<file path="config.mk">
export PLATFORM = sky130hd
export DESIGN_NAME = slicel_cfg_loader
export DESIGN_NICKNAME = d
export VERILOG_FILES = /design/src/rtl/slicel_cfg_loader.sv
export SDC_FILE = /design/constraint.sdc
export NUM_CORES = 1
export LEC_CHECK = 0
export CAP_MARGIN = 20
export CORE_MARGIN = 1.5
export CORE_UTILIZATION = 30
export CTS_CLUSTER_SIZE = 12
export DETAILED_ROUTE_END_ITERATION = 6
export PLACE_DENSITY = 0.58
export SKIP_CTS_REPAIR_TIMING = 1
export SLEW_MARGIN = 20
export SYNTH_ARGS = -nofsm -noshare
export SYNTH_HDL_FRONTEND = slang
export SYNTH_SLANG_ARGS = --single-unit
</file>
<file path="constraint.sdc">
create_clock -name cclk -period 3.1 [get_ports cclk]
set_input_delay 0.31 -clock cclk [delete_from_list [all_inputs] [get_ports cclk]]
set_output_delay 0.31 -clock cclk [all_outputs]
set_load 0.02 [all_outputs]
</file>
<file path="src/rtl/slicel_cfg_loader.sv">
// slicel_cfg_loader: bit-serial configuration front-end for slicel.
// Deserialises an LSB-first bit stream into the CFG_TOTAL-bit slicel config word.
// The completed word is held in a shadow register that drives all *_out ports.
// It also sequences cen / reg_ce so that register init values latch before RUN.
// Ports:
//   cclk, rst_n                 clock, async active-low reset
//   cfg_start                   pulse: begin / restart a load
//   cfg_bit_in, cfg_bit_valid   serial data and qualifier
//   cfg_bit_ready               bit accepted this cycle when valid is high
//   cfg_busy, cfg_loaded        status (SHIFT/APPLY/HOLD, RUN)
//   luts_config_out ...         shadow word fields to slicel
//   cen, reg_ce                 slicel config enable / register clock enable
module slicel_cfg_loader #(
  parameter int unsigned S_XX_BASE   = 4,
  parameter int unsigned NUM_LUTS    = 4,
  parameter int unsigned MUX_LVLS    = $clog2(NUM_LUTS),
  parameter int unsigned CFG_SIZE    = 2 * (2 ** S_XX_BASE) + 1,
  parameter int unsigned CFG_TOTAL   = CFG_SIZE * NUM_LUTS + MUX_LVLS + 1 + 2 * NUM_LUTS,
  parameter int unsigned HOLD_CYCLES = 2
) (
  input  logic                         cclk,
  input  logic                         rst_n,
  input  logic                         cfg_start,
  input  logic                         cfg_bit_in,
  input  logic                         cfg_bit_valid,
  output logic                         cfg_bit_ready,
  output logic                         cfg_busy,
  output logic                         cfg_loaded,
  output logic [CFG_SIZE*NUM_LUTS-1:0] luts_config_out,
  output logic [MUX_LVLS-1:0]          inter_lut_mux_config_out,
  output logic                         config_use_cc_out,
  output logic [2*NUM_LUTS-1:0]        regs_config_out,
  output logic                         cen,
  output logic                         reg_ce
);

  localparam int unsigned CntW  = $clog2(CFG_TOTAL + 1);
  localparam int unsigned HoldW = $clog2(HOLD_CYCLES + 1);
  localparam int unsigned LutW  = CFG_SIZE * NUM_LUTS;
  localparam logic [CntW-1:0]  CntLast  = CntW'(CFG_TOTAL - 1);
  localparam logic [HoldW-1:0] HoldInit = HoldW'(HOLD_CYCLES);

  typedef enum logic [2:0] {StUnconf, StShift, StApply, StHold, StRun} state_e;

  state_e                 state_q, state_d;
  logic [CntW-1:0]        cnt_q, cnt_d;
  logic [HoldW-1:0]       hold_q, hold_d;
  logic [CFG_TOTAL-1:0]   shift_q, shift_d;
  logic [CFG_TOTAL-1:0]   shadow_q, shadow_d;
  logic                   accept;

  // A restart pulse in SHIFT wins over a bit presented in the same cycle.
  assign accept = (state_q == StShift) && cfg_bit_valid && !cfg_start;

  // State register
  always_ff @(posedge cclk or negedge rst_n) begin
    if (!rst_n) begin
      state_q <= StUnconf;
    end else begin
      state_q <= state_d;
    end
  end

  // Next-state logic
  always_comb begin
    state_d = state_q;
    unique case (state_q)
      StUnconf: if (cfg_start) state_d = StShift;
      StShift:  if (accept && (cnt_q == CntLast)) state_d = StApply;
      StApply:  state_d = StHold;
      StHold:   if (hold_q <= HoldW'(1)) state_d = StRun;
      StRun:    if (cfg_start) state_d = StShift;
      default:  state_d = StUnconf;
    endcase
  end

  // Output logic
  always_comb begin
    cfg_bit_ready = 1'b0;
    cfg_busy      = 1'b0;
    cfg_loaded    = 1'b0;
    cen           = 1'b1;
    reg_ce        = 1'b0;
    unique case (state_q)
      StShift: begin
        cfg_bit_ready = 1'b1;
        cfg_busy      = 1'b1;
      end
      StApply, StHold: cfg_busy = 1'b1;
      StRun: begin
        cfg_loaded = 1'b1;
        cen        = 1'b0;
        reg_ce     = 1'b1;
      end
      default: ;
    endcase
  end

  // Datapath next-state
  always_comb begin
    cnt_d    = cnt_q;
    shift_d  = shift_q;
    shadow_d = shadow_q;
    hold_d   = hold_q;
    if (state_q == StShift) begin
      if (cfg_start) begin
        cnt_d = '0;
      end else if (accept) begin
        cnt_d   = (cnt_q == CntLast) ? '0 : cnt_q + CntW'(1);
        // Shift in at the MSB so the first bit ends up at word[0].
        shift_d = {cfg_bit_in, shift_q[CFG_TOTAL-1:1]};
      end
    end
    if (state_q == StApply) begin
      shadow_d = shift_q;
      hold_d   = HoldInit;
    end else if ((state_q == StHold) && (hold_q != '0)) begin
      hold_d = hold_q - HoldW'(1);
    end
  end

  always_ff @(posedge cclk or negedge rst_n) begin
    if (!rst_n) begin
      cnt_q    <= '0;
      hold_q   <= '0;
      shift_q  <= '0;
      shadow_q <= '0;
    end else begin
      cnt_q    <= cnt_d;
      hold_q   <= hold_d;
      shift_q  <= shift_d;
      shadow_q <= shadow_d;
    end
  end

  assign luts_config_out          = shadow_q[LutW-1:0];
  assign inter_lut_mux_config_out = shadow_q[LutW +: MUX_LVLS];
  assign config_use_cc_out        = shadow_q[LutW+MUX_LVLS];
  assign regs_config_out          = shadow_q[CFG_TOTAL-1 -: 2*NUM_LUTS];

endmodule

</file>
Word level (Yosys, flattened, before mapping)
Index checks and enable logic that the tools add are counted.

Register bits: 299. Input port bits: 5. Output and inout port bits: 148. Word-level logic and storage cells: 44.

$add $sub $neg: 2. Magnitude comparators: 1. Equal/unequal tests: 8. Muxes and demuxes: 13. Bitwise operators: 1. Reduce and logical (&&, ||, !) cells: 14.

Operators with widths (count): $mux W8 (3); $pmux W3 S4 (1); $mux W3 (3); $add A8 B1 Y8 const B (1); $eq A8 B8 Y1 const B (1); $eq A3 B2 Y1 const B (2); $reduce_and A3 Y1 (2); $reduce_bool A2 Y1 (3); $logic_and A1 B1 Y1 (4); $mux W1 (4); $mux W2 (2); $ne A2 B1 Y1 const B (2); $eq A3 B1 Y1 const B (1); $eq A3 B3 Y1 const B (1); $logic_not A3 Y1 (1); $reduce_or A3 Y1 (1); $le A2 B1 Y1 const B (1); $ne A2 B2 Y1 const B (1); $reduce_and A2 Y1 (1); $reduce_or A2 Y1 (1); $sub A2 B1 Y2 const B (1); $logic_not A1 Y1 (1); $not A1 Y1 (1).

Longest topological paths before layout
Gate-level depths: netlist of run 1.

Depth after elaboration: 6. Gate-level depth with buffers: 7. Depth with buffers taken out: 5.

Worst setup path before layout of run 1
OpenSTA, ideal clock, no wires.

Path type: register -> register. Start point: register state_q[2]. End point: register shadow_q[100]. Library setup time: 0.125 ns. Arrival: 1.515 ns. Required time: 2.975 ns. Path slack: 1.460 ns. Cell stages (with the launch flop): 6. Buffers on the path: 2. Clock period less this slack: 1.640 ns. Path through: dfrtp_1 nand2b_1 nor2_2 buf_4 buf_4 mux2_2.

Longest elaborated chain between the ends: 1.

Ends and longest elaborated chain: start: declaration (line 45) `state_e state_q, state_d;`; start signal: assignment (line 58) `state_q <= StUnconf;`; start signal: assignment (line 60) `state_q <= state_d;`; $eq A3 B2 Y1 (line 114) `if (state_q == StApply) begin`; end signal: assignment (line 132) `shadow_q <= shadow_d;`; end: declaration (line 49) `logic [CFG_TOTAL-1:0] shadow_q, shadow_d;`.

Every way passes these cells. A chain may end at the register's enable or synchronous reset.

Worst setup path after layout of run 1
Start point: register state_q[0]. End point: output cfg_loaded.

Longest elaborated chain between the ends: 2.

Ends and longest elaborated chain: $eq A3 B3 Y1 (line 84) `unique case (state_q)`; $mux W1 (line 84); end: declaration (line 28) `output logic cfg_loaded,`.

Every way passes these cells.

==> impl_metrics.ini, run 1 <==
[job]
maxCapViolations = 0

[timing]
rsz0062_at_grt = false
fmax_ghz = 0.4184
finClkSkew_ps = 7.133
maxSlewHeadroom_pct = 49.18
setup_viol = 0
whs_ps = 357.8
worstMarginPinSlew_ps = 762.4
timing_hold_violations_final = 0
final_max_slew_viol_count = 0
tns_ps = 0
period_minus_slack_ps = 2390
fin_crit_sh_pct = 77.09

[detailed_routing]
vias = 7292
wl_mm = 22.83
drc = 0
ant_nets = 0
dr.pass1.iters = 4
drtIter0Drc = 321
wire_per_inst_um = 13.66
routed_via_density = 4.364

[finish]
mostFrequentLayoutCells = 435 x nand2_1, 299 x dfrtp_1, 151 x clkdlybuf4s50_1, 144 x mux2_2, 37 x clkbuf_16
fin_cells = 1671
layout_commonest_cell = nand2_1
syn_to_final_growth_pct = 28.44
nets = 1150
n_antenna_cell = 0
nFillCells = 3650
drive_above_1_share_pct = 18.36
fin_util_pct = 39.02

[clocking]
clk_latency_ps = 510
tritoncts = done
cts_max_level = 2
clockRootBuffer = clkbuf_16
cts.sinks = 299
clock_path_buffers = 3
cts_made_buffers = 34
clk_pin_slew_worst_paths_ps = 50

[worst_setup_path]
crit_arrival_ps = 2080
max_stage_delay_ps = 600
cp-start-kind = flip-flop
cp_max_fo = 6
r2r_slack_ps = 1140
reg2reg_from = state_q[0]
cp-startpoint = state_q[0]
cp_cell_sequence = nor2_1 -> nand2_1 -> inv_1 -> clkdlybuf4s50_1
cp.required_ps = 2790
path_class = flip-flop to output pin
slowest_stage = clkdlybuf4s50_1
end_kind = output pin
cp-endpoint = cfg_loaded
r2r_cells = 5
reg2reg_to = shift_q[37]

[placed_design]
io_buffers = 152
hpwl_mm = 14.51
gp_congestion = 0.7339
placed_cells = 1615

[floorplan]
ios = 153
die_h_um = 198.1
core_area_um2 = 37580
rows = 71
die_x_um = 198.1
start_util_pct = 30.38
die-area_um2 = 39240

[logic_synthesis]
synth_cell_types = 34
ys_warn_count = 0
syn_nets = 994
avgSynthCellArea_um2 = 11.59
ys_ff_latch = 299
yosysSeqAreaShare_pct = 65.53
synth_area_um2 = 11420
syn_inst = 985

[power_and_ir_drop]
irDropWorstVdd_mv = 0.3049
power_leakage_nw = 7.455
powerDensity_nw_per_um2 = 570.2
p_total_w = 0.008362

[global_routing]
grt_pass1_wl_mm = 38.99
antenna_found_initial = 0
grt_pass1_vias = 7421
grt_max_degree = 95
grt_usage_pct = 12.23
grt_overflow = 0

[hold_path]
min_path_type = input pin to flip-flop
hp-start = cfg_bit_in

[run_status]
status = complete, no violations
[power by group]
| part | switching [W] | internal [W] | leakage (nW) | total, W |
|---|---|---|---|---|
| Clock | 0.00152 | 0.00254 | 0.557 | 0.00407 |
| Combinational | 0.000204 | 0.0000727 | 2.73 | 0.000277 |
| Sequential | 0.0000549 | 0.00396 | 4.17 | 0.00402 |
| Total | 0.00178 | 0.00658 | 7.45 | 0.00836 |
[registers in the layout (all words and copies together), names as in the netlist]
name	flops
shift_q	143
cnt_q	8
hold_q	2
shadow_q	143
state_q	3
[cell families after synthesis]
logic type	share of synthesized area [%]
multiplexers	14.20
buffers and inverters	2.795
AND/OR/NAND/NOR	15.66
AO/OA/AOI/OAI	1.370
flip-flops	65.53
adder cells (fa/ha/maj)	0.4384
[per-stage QoR]
stage          setup slack, ps  instance area, um^2
6_report                 710.1                14660
5_1_grt                  553.8                14660
4_1_cts                  605.8                14650
3_5_place_dp             989.2                13520
3_3_place_gp              1008                13520
2_1_floorplan             1460                11420
[per-layer routing]
metal	global-route usage, %	vias to the layer above	wire length (um)
li1	-	3491	-
met1	16.85	3613	10920
met2	18.97	144	10260
met3	2.742	44	1055
met4	4.213	0	597
met5	0	-	0
[layout make-up]
type | count | area, um^2 | share of cell area, %
repair buffers | 169 | 1757 | 11.98
well taps | 511 | 639.4 | 4.360
flip-flops and latches | 299 | 7482 | 51.02
clock buffers | 49 | 1031 | 7.031
multi-input cells | 631 | 3625 | 24.72
inverters | 6 | 22.52 | 0.1536
clock inverters | 6 | 107.6 | 0.7338
[worst min path at each step]
stage / endpoint / depth (start not counted)
after CTS: shadow_q[98] / 1
after detailed placement: shadow_q[94] / 1
after global placement: shadow_q[94] / 1
final: shift_q[142] / 3
after floorplan: cnt_q[0] / 0
after global routing: shift_q[142] / 3
[cells in the mapped netlist (all sizes together)]
| cell | count | share of area, % |
|---|---|---|
| ha | 4 | 0.44 |
| nor3 | 1 | 0.044 |
| a22o | 2 | 0.15 |
| inv | 6 | 0.20 |
| a21oi | 4 | 0.18 |
| and3 | 2 | 0.11 |
| nor2 | 4 | 0.15 |
| nand2b | 3 | 0.16 |
| or2 | 1 | 0.055 |
| or3 | 2 | 0.11 |
| nor3b | 1 | 0.16 |
| nand2 | 435 | 14 |
| dfrtp | 299 | 66 |
| nand3 | 2 | 0.088 |
| mux2 | 144 | 14 |
| nand3b | 1 | 0.066 |
| clkbuf | 7 | 0.23 |
| nor2b | 1 | 0.055 |
| and3b | 1 | 0.077 |
| and2 | 1 | 0.055 |
| a221o | 1 | 0.088 |
| o21a | 1 | 0.066 |
| nand4 | 3 | 0.16 |
| a21o | 2 | 0.13 |
| o21ai | 6 | 0.26 |
| a22oi | 1 | 0.066 |
| a31oi | 4 | 0.22 |
| buf | 42 | 2.4 |
| nor4 | 1 | 0.055 |
| a41oi | 2 | 0.15 |
| o22ai | 1 | 0.055 |
[worst max-delay path: cells and delay by family, from the launching register on]
kind / cells / cell delay [ps]
AND/OR/NAND/NOR: 2 / 400
flip-flops: 1 / 450
buffers and inverters: 2 / 720
No activity file was read; power rests on OpenSTA's default activity.
==> run 2: changes to the inputs <==
clock period = 2.4 ns   (was 3.1 ns; I/O delays follow)
==> impl_metrics.ini, run 2 (synthesis gave the netlist of run 1 again) <==
[worst_setup_path]
cp-startpoint = state_q[0]
crit_family = buffers and inverters
crit_buf_inv = 1
crit_arrival_ps = 1900
cp-start-kind = flip-flop
slowest_stage = clkdlybuf4s50_1
cp_max_fo = 6
path_class = flip-flop to output pin
reg2reg_from = state_q[0]
end_kind = output pin
max_stage_delay_ps = 660
cp_cell_sequence = nor2_2 -> nor2_1 -> clkdlybuf4s50_1
cp.required_ps = 2160

[placed_design]
gp_congestion = 0.6929
io_buffers = 152
hpwl_mm = 14.22
dp_slack_ps = 462.4

[detailed_routing]
dr.pass1.iters = 4
drc = 0
routed_via_density = 4.364
drtIter0Drc = 292
vias = 7293
wl_mm = 23.68
ant_nets = 0
wire_per_inst_um = 14.17

[timing]
maxSlewHeadroom_pct = 55.70
fin_crit_sh_pct = 89.15
timing_hold_violations_final = 0
fmax_ghz = 0.4674
worstMarginPinSlew_ps = 657.5
rsz0062_at_grt = false
period_minus_slack_ps = 2140
final_max_slew_viol_count = 0
setup_viol = 0
tns_ps = 0
finClkSkew_ps = 8.968
fin_ws_ps = 260.5

[global_routing]
grt_overflow = 0
grt_pass1_wl_mm = 40.15
grt_max_degree = 79
grt_usage_pct = 12.87
antenna_found_initial = 1
grt_pass1_vias = 7513

[clocking]
clk_latency_ps = 530
clockRootBuffer = clkbuf_16
clk_pin_slew_worst_paths_ps = 60
cts_max_level = 2
tritoncts = done
cts_made_buffers = 34
clock_path_buffers = 3
cts.sinks = 299

[run_status]
status = complete, no violations

[finish]
nets = 1148
syn_to_final_growth_pct = 28.61
top_regs = shadow_q: 143 flops, shift_q: 143 flops, cnt_q: 8 flops
nFillCells = 3636
layout_commonest_cell = nand2_1
n_antenna_cell = 0
mostFrequentLayoutCells = 435 x nand2_1, 299 x dfrtp_1, 147 x clkdlybuf4s50_1, 144 x mux2_2, 37 x clkbuf_16
drive_above_1_share_pct = 18.53

[floorplan]
die-area_um2 = 39240
rows = 71
core_area_um2 = 37580
ios = 153
die_h_um = 198.1
die_x_um = 198.1
start_util_pct = 30.38

[power_and_ir_drop]
p_total_w = 0.01074
irDropWorstVdd_mv = 0.3987
power_leakage_nw = 7.495
powerDensity_nw_per_um2 = 731.5

[hold_path]
min_path_type = input pin to asynchronous set/reset pin

[job]
maxCapViolations = 0
[run 2: cell types whose count changed in the layout (fill, tap and decap cells not counted)]
cell,change
clkbuf_8,+3
clkbuf_1,-1
bufinv_16,-2
clkinv_2,+3
dlymetal6s2s_1,+4
clkdlybuf4s50_1,-4
clkinvlp_4,-1
buf_4,-5
nor2_1,-1
buf_12,+3
nor2_2,+1
[run 2: final timing paths]
| path | end | slack (ps) | depth (start not counted) |
|---|---|---|---|
| max in group asynchronous | shift_q[19] | 1480 | 3 |
| worst min-delay path | shadow_q[98] | 220 | 2 |
| worst max-delay path | cfg_busy | 260 | 3 |
| worst max register to register | state_q[0] | 510 | 4 |
| worst min register to register | shift_q[34] | 480 | 2 |
| min in group cclk | shift_q[142] | 260 | 3 |
[run 2: report_power, final]
group          switching, W  total [W]  leakage [nW]  internal, W
Combinational      0.000268   0.000361          2.77    0.0000930
Sequential        0.0000732    0.00519          4.17      0.00512
Clock               0.00202    0.00519         0.560      0.00317
Total               0.00237     0.0107          7.50      0.00838
[run 2: worst reg2reg max path: stages, from the launching register on]
cell and delay (ps):
dfrtp_1 520, nor3b_4 340, nand3b_1 280, or2_1 320
a221o_1 320
[run 2: routing by layer]
| layer | global-route usage, % | part of all wire [%] |
|---|---|---|
| met5 | 0 | 0.072 |
| met4 | 5.570 | 3.0 |
| met3 | 3.526 | 5.5 |
| met2 | 19.74 | 45 |
| met1 | 17.05 | 46 |
[run 2: area by class of cell]
| class | count | area (um^2) | area share [%] |
|---|---|---|---|
| clock buffer | 51 | 1069 | 7.277 |
| clock inverter | 6 | 55.05 | 0.3749 |
| inverter | 6 | 22.52 | 0.1534 |
| multi-input combinational | 631 | 3627 | 24.70 |
| sequential | 299 | 7482 | 50.95 |
| tap | 511 | 639.4 | 4.354 |
| timing repair buffer | 167 | 1789 | 12.18 |
[run 2: through the flow]
| step | instances | hold WS, ps | instance area, um^2 | util [%] |
|---|---|---|---|---|
| after floorplan | 985 | -55.59 | 11420 | - |
| after global placement | 1613 | 184.0 | 13540 | 36.03 |
| after detailed placement | 1613 | 186.4 | 13540 | 36.03 |
| after CTS | 1670 | -393.4 | 14660 | 39.02 |
| after global routing | 1671 | 231.4 | 14680 | 39.08 |
| final | 1671 | 219.9 | 14680 | 39.08 |
==> run 3: changes to the inputs <==
clock period = 2.34 ns   (was 2.4 ns; I/O delays follow)
==> impl_metrics.ini, run 3 (synthesis gave the netlist of run 1 again) <==
[detailed_routing]
vias = 7340
drc = 0
drtIter0Drc = 334
wire_per_inst_um = 14.15
wl_mm = 23.75
dr.pass1.iters = 4
ant_nets = 0
routed_via_density = 4.372

[finish]
nets = 1153
nFillCells = 3619
mostFrequentLayoutCells = 435 x nand2_1, 299 x dfrtp_1, 147 x clkdlybuf4s50_1, 144 x mux2_2, 37 x clkbuf_16
syn_to_final_growth_pct = 29.40
drive_above_1_share_pct = 19.01
layout_commonest_cell = nand2_1
n_antenna_cell = 0
fin_cells = 1679
top_regs = shadow_q: 143 flops, shift_q: 143 flops, cnt_q: 8 flops
fin_util_pct = 39.32

[timing]
fin_crit_sh_pct = 89.32
setup_viol = 0
timing_hold_violations_final = 0
period_minus_slack_ps = 2090
finClkSkew_ps = 15.13
tns_ps = 0
fmax_ghz = 0.4784
maxSlewHeadroom_pct = 55.99
whs_ps = 279.3
worstMarginPinSlew_ps = 653.2
rsz0062_at_grt = false
final_max_slew_viol_count = 0

[clocking]
clk_latency_ps = 510
cts_max_level = 2
clk_pin_slew_worst_paths_ps = 60
tritoncts = done
clock_path_buffers = 3
cts_made_buffers = 35
cts.sinks = 299
clockRootBuffer = clkbuf_16

[worst_setup_path]
path_class = flip-flop to output pin
cp_max_fo = 6
crit_arrival_ps = 1860
end_kind = output pin
cp-start-kind = flip-flop
cp.required_ps = 2110

[job]
maxCapViolations = 0

[global_routing]
grt_max_degree = 83
grt_usage_pct = 12.49
grt_pass1_vias = 7391
grt_pass1_wl_mm = 39.11
grt_overflow = 0
antenna_found_initial = 0

[power_and_ir_drop]
pwr-share-comb_pct = 3.4
switching_power_w = 0.002472
p_int_w = 0.008746
p_seq_share_pct = 47.5
clockPowerShare_pct = 49.2
power_leakage_nw = 7.534
powerDensity_nw_per_um2 = 759.3
irDropWorstVdd_mv = 0.4404
swShare_pct = 22.04

[placed_design]
gp_congestion = 0.7061
placed_cells = 1617
hpwl_mm = 14.51
io_buffers = 152

[floorplan]
die_x_um = 198.1
core_area_um2 = 37580
die_h_um = 198.1
ios = 153
start_util_pct = 30.38
die-area_um2 = 39240
rows = 71

[hold_path]
min_path_type = input pin to flip-flop

[run_status]
status = complete, no violations
## run 3: power by group through the flow
stage	combinational (W)	sequential, W	clock (W)
2_1_floorplan	0.000193	0.00539	0
3_3_place_gp	0.000387	0.00541	0
3_5_place_dp	0.000398	0.00541	0
4_1_cts	0.000399	0.00532	0.00572
5_1_grt	0.000441	0.00533	0.00590
6_report	0.000379	0.00532	0.00552
## run 3: layout make-up
class | count | area (um^2) | share of cell area [%]
Timing Repair Buffer | 171 | 1832 | 12.40
Inverter | 6 | 22.52 | 0.1524
Sequential cell | 299 | 7482 | 50.64
Tap cell | 511 | 639.4 | 4.328
Clock inverter | 12 | 140.1 | 0.9485
Multi-Input combinational cell | 631 | 3627 | 24.55
Clock buffer | 49 | 1031 | 6.978
## run 3: layer usage
layer	routed length (um)	up-vias	share of wire, %	global-route usage [%]
li1	-	3496	-	-
met1	11240	3667	47	16.96
met2	10690	140	45	19.22
met3	1306	37	5.5	3.543
met4	512	0	2.2	4.043
met5	0	-	0	0
## run 3: path summary, 6_finish.rpt
kind	start	to	slack, ps	cells after the start
max in group asynchronous	rst_n	shadow_q[38]	1270	3
min	cfg_bit_in	shift_q[142]	280	3
min reg2reg	shift_q[0]	shift_q[0]	480	2
min in group asynchronous	rst_n	shift_q[84]	300	2
max	state_q[0]	cfg_busy	250	3
max reg2reg	state_q[2]	shadow_q[78]	410	5
## run 3: metrics by stage
step / instance area, um^2 / worst slack [ps] / total power, W
floorplan: 11420 / 699.8 / 0.005584
global placement: 13580 / 406.8 / 0.005798
detailed placement: 13580 / 415.5 / 0.005809
CTS: 14750 / -27.72 / 0.01144
global route: 14770 / 90.83 / 0.01167
finish: 14770 / 249.9 / 0.01122
## run 3: worst max-delay path, stage by stage (launching register included)
cell,delay [ps]
dfrtp_1,470
nor2_2,80
nor2_1,110
clkdlybuf4s50_1,680
